<file path="config.mk">
export PLATFORM = sky130hd
export DESIGN_NAME = fetch_unit
export DESIGN_NICKNAME = d
export VERILOG_FILES = /design/src/rtl/fetch_unit.sv
export SDC_FILE = /design/constraint.sdc
export NUM_CORES = 1
export LEC_CHECK = 0
export CORE_AREA = 2 2 104 106
export DETAILED_ROUTE_END_ITERATION = 7
export DIE_AREA = 0 0 106 108
export PLACE_DENSITY_LB_ADDON = 0.2
export SYNTH_ARGS = -nofsm -noshare
export SYNTH_HDL_FRONTEND = slang
export SYNTH_SLANG_ARGS = --single-unit
</file>
<file path="constraint.sdc">
create_clock -name clk -period 3.27 [get_ports clk]
set_clock_uncertainty 0.1 [all_clocks]
set_input_delay 0.981 -clock clk [delete_from_list [all_inputs] [get_ports clk]]
set_output_delay 0.981 -clock clk [all_outputs]
set_load 0.05 [all_outputs]
</file>
<file path="src/rtl/fetch_unit.sv">
// fetch_unit -- instruction fetch front end.
//
// Fetches one instruction word at a time from instruction memory, holds it
// (with its decode fields) for the decoder, and advances the PC when the
// datapath consumes it.
//
// Parameters
//   RESET_PC  PC value loaded on reset
//   MAX_WAIT  imem wait-cycle limit before fetch_timeout is flagged
//
// Ports
//   clk, reset            clock, synchronous active-high reset
//   imem_req/imem_addr    fetch request and address (address == PC)
//   imem_ready/imem_rdata memory response
//   instr_valid, Instr    held instruction and its validity
//   op, funct3, funct7b5  decode fields sliced from Instr
//   PC, PCPlus4           address of held instruction and its successor
//   advance, PCSrc,
//   PCTarget              consume / next-PC selection from the datapath
//   misalign_err          sticky: taken target was not word aligned
//   fetch_timeout         sticky: memory did not answer within MAX_WAIT
module fetch_unit #(
  parameter logic [31:0] RESET_PC = 32'h0000_0000,
  parameter int          MAX_WAIT = 16
) (
  input  logic        clk,
  input  logic        reset,
  output logic        imem_req,
  output logic [31:0] imem_addr,
  input  logic        imem_ready,
  input  logic [31:0] imem_rdata,
  output logic        instr_valid,
  output logic [31:0] Instr,
  output logic [6:0]  op,
  output logic [2:0]  funct3,
  output logic        funct7b5,
  output logic [31:0] PC,
  output logic [31:0] PCPlus4,
  input  logic        advance,
  input  logic        PCSrc,
  input  logic [31:0] PCTarget,
  output logic        misalign_err,
  output logic        fetch_timeout
);

  localparam int CNT_W = $clog2(MAX_WAIT + 1);
  localparam logic [CNT_W-1:0] CNT_MAX  = CNT_W'(MAX_WAIT);
  localparam logic [CNT_W-1:0] CNT_LAST = CNT_W'(MAX_WAIT - 1);
  localparam logic [31:0]      NOP      = 32'h0000_0013;

  typedef enum logic [1:0] {IDLE, FETCH, HOLD, ERROR} state_t;

  state_t           state, state_nxt;
  logic [CNT_W-1:0] wait_cnt;
  logic             fetch_done;
  logic             consume;
  logic             target_bad;

  assign fetch_done = (state == FETCH) && imem_ready;
  assign consume    = (state == HOLD) && advance;
  assign target_bad = PCSrc && (PCTarget[1:0] != 2'b00);

  assign PCPlus4   = PC + 32'd4;
  assign imem_addr = PC;
  assign op        = Instr[6:0];
  assign funct3    = Instr[14:12];
  assign funct7b5  = Instr[30];

  always_ff @(posedge clk) begin
    if (reset) state <= IDLE;
    else       state <= state_nxt;
  end

  always_comb begin
    state_nxt   = state;
    imem_req    = 1'b0;
    instr_valid = 1'b0;
    unique case (state)
      IDLE:  state_nxt = FETCH;
      FETCH: begin
        imem_req = 1'b1;
        if (imem_ready) state_nxt = HOLD;
      end
      HOLD: begin
        instr_valid = 1'b1;
        if (advance) state_nxt = target_bad ? ERROR : FETCH;
      end
      ERROR: state_nxt = ERROR;
      default: state_nxt = IDLE;
    endcase
  end

  always_ff @(posedge clk) begin
    if (reset) begin
      PC            <= RESET_PC;
      Instr         <= NOP;
      wait_cnt      <= '0;
      misalign_err  <= 1'b0;
      fetch_timeout <= 1'b0;
    end else begin
      if (fetch_done) begin
        Instr    <= imem_rdata;
        wait_cnt <= '0;
      end else if (state == FETCH) begin
        // Counter saturates; flag sets on the edge the count reaches MAX_WAIT.
        if (wait_cnt != CNT_MAX) wait_cnt <= wait_cnt + 1'b1;
        if (wait_cnt >= CNT_LAST) fetch_timeout <= 1'b1;
      end

      // A misaligned taken target leaves PC at the faulting instruction.
      if (consume) begin
        if (!PCSrc)          PC           <= PCPlus4;
        else if (!target_bad) PC          <= PCTarget;
        else                  misalign_err <= 1'b1;
      end
    end
  end

endmodule

</file>
==> Implementation_results.wiki <==
{| class="wikitable"
! Metric !! Value
|-
| Outcome || completed
|-
| Most numerous cell in the Yosys netlist || sky130_fd_sc_hd__nand2_1
|-
| Hold Worst Slack || approximately 0.36 ns
|-
| Detailed Route Iter0 Violations || 249
|-
| Final period utilization || 0.991
|-
| Share of the core filled with cells in the final layout || 0.680
|-
| Routed WL || 13.8 mm
|-
| Req. time, crit path || 2.19 ns
|-
| Worst Tran Pin Value || 0.571 ns
|-
| Clock network latency to the later pin of the worst-skew pair || 0.36 ns
|-
| Share of Yosys cell area claimed by the top area cell type || 0.351
|-
| Final cell area excluding filler cells || 6960 µm²
|-
| Grt total ovfl || 0
|-
| Most common library cells after synthesis || sky130_fd_sc_hd__nand2_1 (101), sky130_fd_sc_hd__dfxtp_1 (73), sky130_fd_sc_hd__a21oi_1 (53)
|-
| Antenna cell count || 0
|-
| Average wire length per cell after detail routing || about 16 µm
|-
| Num CTS Buffers || 9
|-
| Maximum vdd ir drop || 0.208 mV
|-
| Half-perimeter wire length after detailed placement || 9.82 mm
|-
| Detail Route Antenna Nets || 0
|-
| Number of distinct library cell variants in the gate-level netlist after synthesis || 52
|-
| Most used DFF post-synth || sky130_fd_sc_hd__dfxtp_1
|-
| Cts-stage hold buffer count || 0
|-
| DR pass1 iterations || 5
|-
| CTS tree || yes
|-
| Vert. Die Dim || 108 µm
|-
| Number of failing hold endpoints at the final stage || 0
|-
| Yosys reg bits || 73
|-
| Input/output buffers || 211
|-
| Clock tree root driver cell || sky130_fd_sc_hd__clkbuf_8
|-
| Relative slew slack || 0.618
|-
| Slew Limit Fails || 0
|-
| Crit start category || register
|-
| Worst endpoint data arrival time || 2.16 ns
|-
| Power density normalized to cell area || 318 nW/µm²
|-
| Net count after synthesis || 618
|-
| Routability-driven placement congestion ratio || 0.875
|-
| Type of the worst setup path || reg -> out
|-
| Async set or reset register ratio after synthesis || 0
|-
| Share of cells above drive strength 1 || 0.182
|-
| H-tree depth || 3
|-
| Core area || about 10,000 µm²
|-
| Count of endpoints failing setup in the final report || 0
|-
| Overall Global Routing Usage || 0.229
|-
| Via count of the first global-routing pass || about 4.2k
|-
| Synthesis Warnings || 0
|-
| Pleak || approximately 2.7 nW
|-
| Maximum number of pins on one net before global-route repair || 50
|-
| Kind of end point of the critical path || output port
|-
| Clock sink count || 73
|-
| Combined area of all synthesized cells || ~4200 µm²
|-
| X dimension of the die || 106 µm
|-
| Area of the die || 11,400 µm²
|-
| Detailed-route via count || roughly 4.6k
|-
| Clock edge transition at the registers on the reported setup and hold paths || 0.09 ns
|-
| Filler cells || 790
|-
| Initial core utilization || 0.407
|-
| Number of top-level pins || 212
|-
| Wire length of the first global-routing pass || 21.1 mm
|-
| Tightest Hold Check Type || reg -> reg
|-
| Maximum clock rate || approximately 0.3 GHz
|-
| Maximum fanout along the worst path || 7
|-
| Bufs on Longest Clock Path || 2
|-
| Via density || 5.28
|-
| Dominant cell type by area after synthesis || sky130_fd_sc_hd__dfxtp_1
|-
| Seq/Total Area, Yosys || 0.351
|-
| Number of core rows || 37
|-
| Synthesized area divided by synthesized cell count || roughly 7.6 µm²
|-
| Minimum period implied by the final worst setup slack || 3.24 ns
|-
| Number of design rule violations left after detail routing || 0
|-
| Maximum Capacitance Violations || 0
|-
| Total power draw || 2.21 mW
|-
| RSZ-0062 raised after global routing || yes
|-
| Fin nets || 798
|-
| Ranking of synthesized cells by area || sky130_fd_sc_hd__dfxtp_1 (35%), sky130_fd_sc_hd__nand2_1 (9.1%), sky130_fd_sc_hd__buf_4 (8.1%), sky130_fd_sc_hd__a21oi_1 (6.4%), sky130_fd_sc_hd__xnor2_1 (4.2%)
|-
| Area after detailed placement || 6500 µm²
|-
| Number of instances in the synthesized netlist || ~550
|-
| Area overhead of the layout relative to synthesis || 67.0%
|-
| Number of flops mapped to enable cells by yosys || 0
|-
| Antenna violations before repair || 0
|}
[power by group]
part / switching (mW) / internal (mW) / leakage, nW
clock: 0.366 / 0.375 / 0.0985
combinational: 0.310 / 0.217 / 1.95
sequential: 0.0336 / 0.913 / 0.606
total: 0.710 / 1.51 / 2.65
[final timing paths]
kind                                 from  depth (start not counted)           to  slack [ns]
worst max-delay path                PC[3]                          7  PCPlus4[30]        0.03
worst min-delay path            Instr[29]                          2    Instr[29]        0.36
worst max register to register      PC[2]                          7       PC[27]        1.11
worst min register to register  Instr[29]                          2    Instr[29]        0.36
[state kept, by name (all words and copies together), names as in the netlist]
signal / count
PC: 32
misalign_err: 1
Instr: 32
state: 2
wait_cnt: 5
fetch_timeout: 1
[critical path: stages (launching register included)]
cell and delay (ns):
sky130_fd_sc_hd__dfxtp_4 0.40, sky130_fd_sc_hd__ha_4 0.16, sky130_fd_sc_hd__nand3_4 0.10, sky130_fd_sc_hd__nor4_4 0.34
sky130_fd_sc_hd__buf_6 0.18, sky130_fd_sc_hd__nand4_1 0.21, sky130_fd_sc_hd__xnor2_4 0.26, sky130_fd_sc_hd__buf_12 0.15
[metrics by stage]
step / instances / setup TNS (ns) / worst slack, ns
after global placement: 829 / 0 / 0.276
after detailed placement: 829 / 0 / 0.225
after floorplan: 545 / -0.00319 / -0.00246
after CTS: 852 / 0 / 0.0149
after global routing: 866 / -0.104 / -0.0567
final: 866 / 0 / 0.0311
[layer usage]
layer  vias to the layer above  share of wire  track usage
li1                       2215              -            -
met1                      2129           0.41        0.285
met2                       213           0.49        0.382
met3                        18          0.085       0.0579
met4                         0          0.018       0.0912
met5                         -              0            0
[cell type report]
class,instances,area (µm²),share of cell area
clock buffer,10,138,0.0198
tap,136,170,0.0245
sequential,73,1510,0.218
clock inverter,6,67.6,0.00971
timing repair buffer,250,2600,0.373
multi-input combinational,382,2440,0.350
inverter,9,33.8,0.00485
[placed cells by master (no fill, tap or decap), drive strengths merged, types with 13 or more instances in the layout]
master / instances
a21oi: 53
buf: 67
clkdlybuf4s50: 183
dfxtp: 73
nand2: 101
nand3: 30
nor2: 29
nor3: 13
o21ai: 20
xnor2: 20
[cell families after synthesis]
kind of cell               Yosys count  synth area share
and+or+nand+nor                    225             0.266
AOI/OAI and AO/OA                  121             0.181
buffers and inverters               90             0.123
DFF                                 73             0.351
xor gates and xnor gates            29            0.0609
adders and majority gates            4            0.0120
muxes                                3           0.00721
[timing repair]
| action | 4_1_cts | 5_1_grt |
|---|---|---|
| setup buffers | 7 | 12 |
| endpoints found under the setup margin | 12 | 6 |
| resized for setup | 7 | 17 |
| pin swaps | 6 | 8 |
| gates cloned | 0 | 2 |
Power figures use the tool's default switching activity.
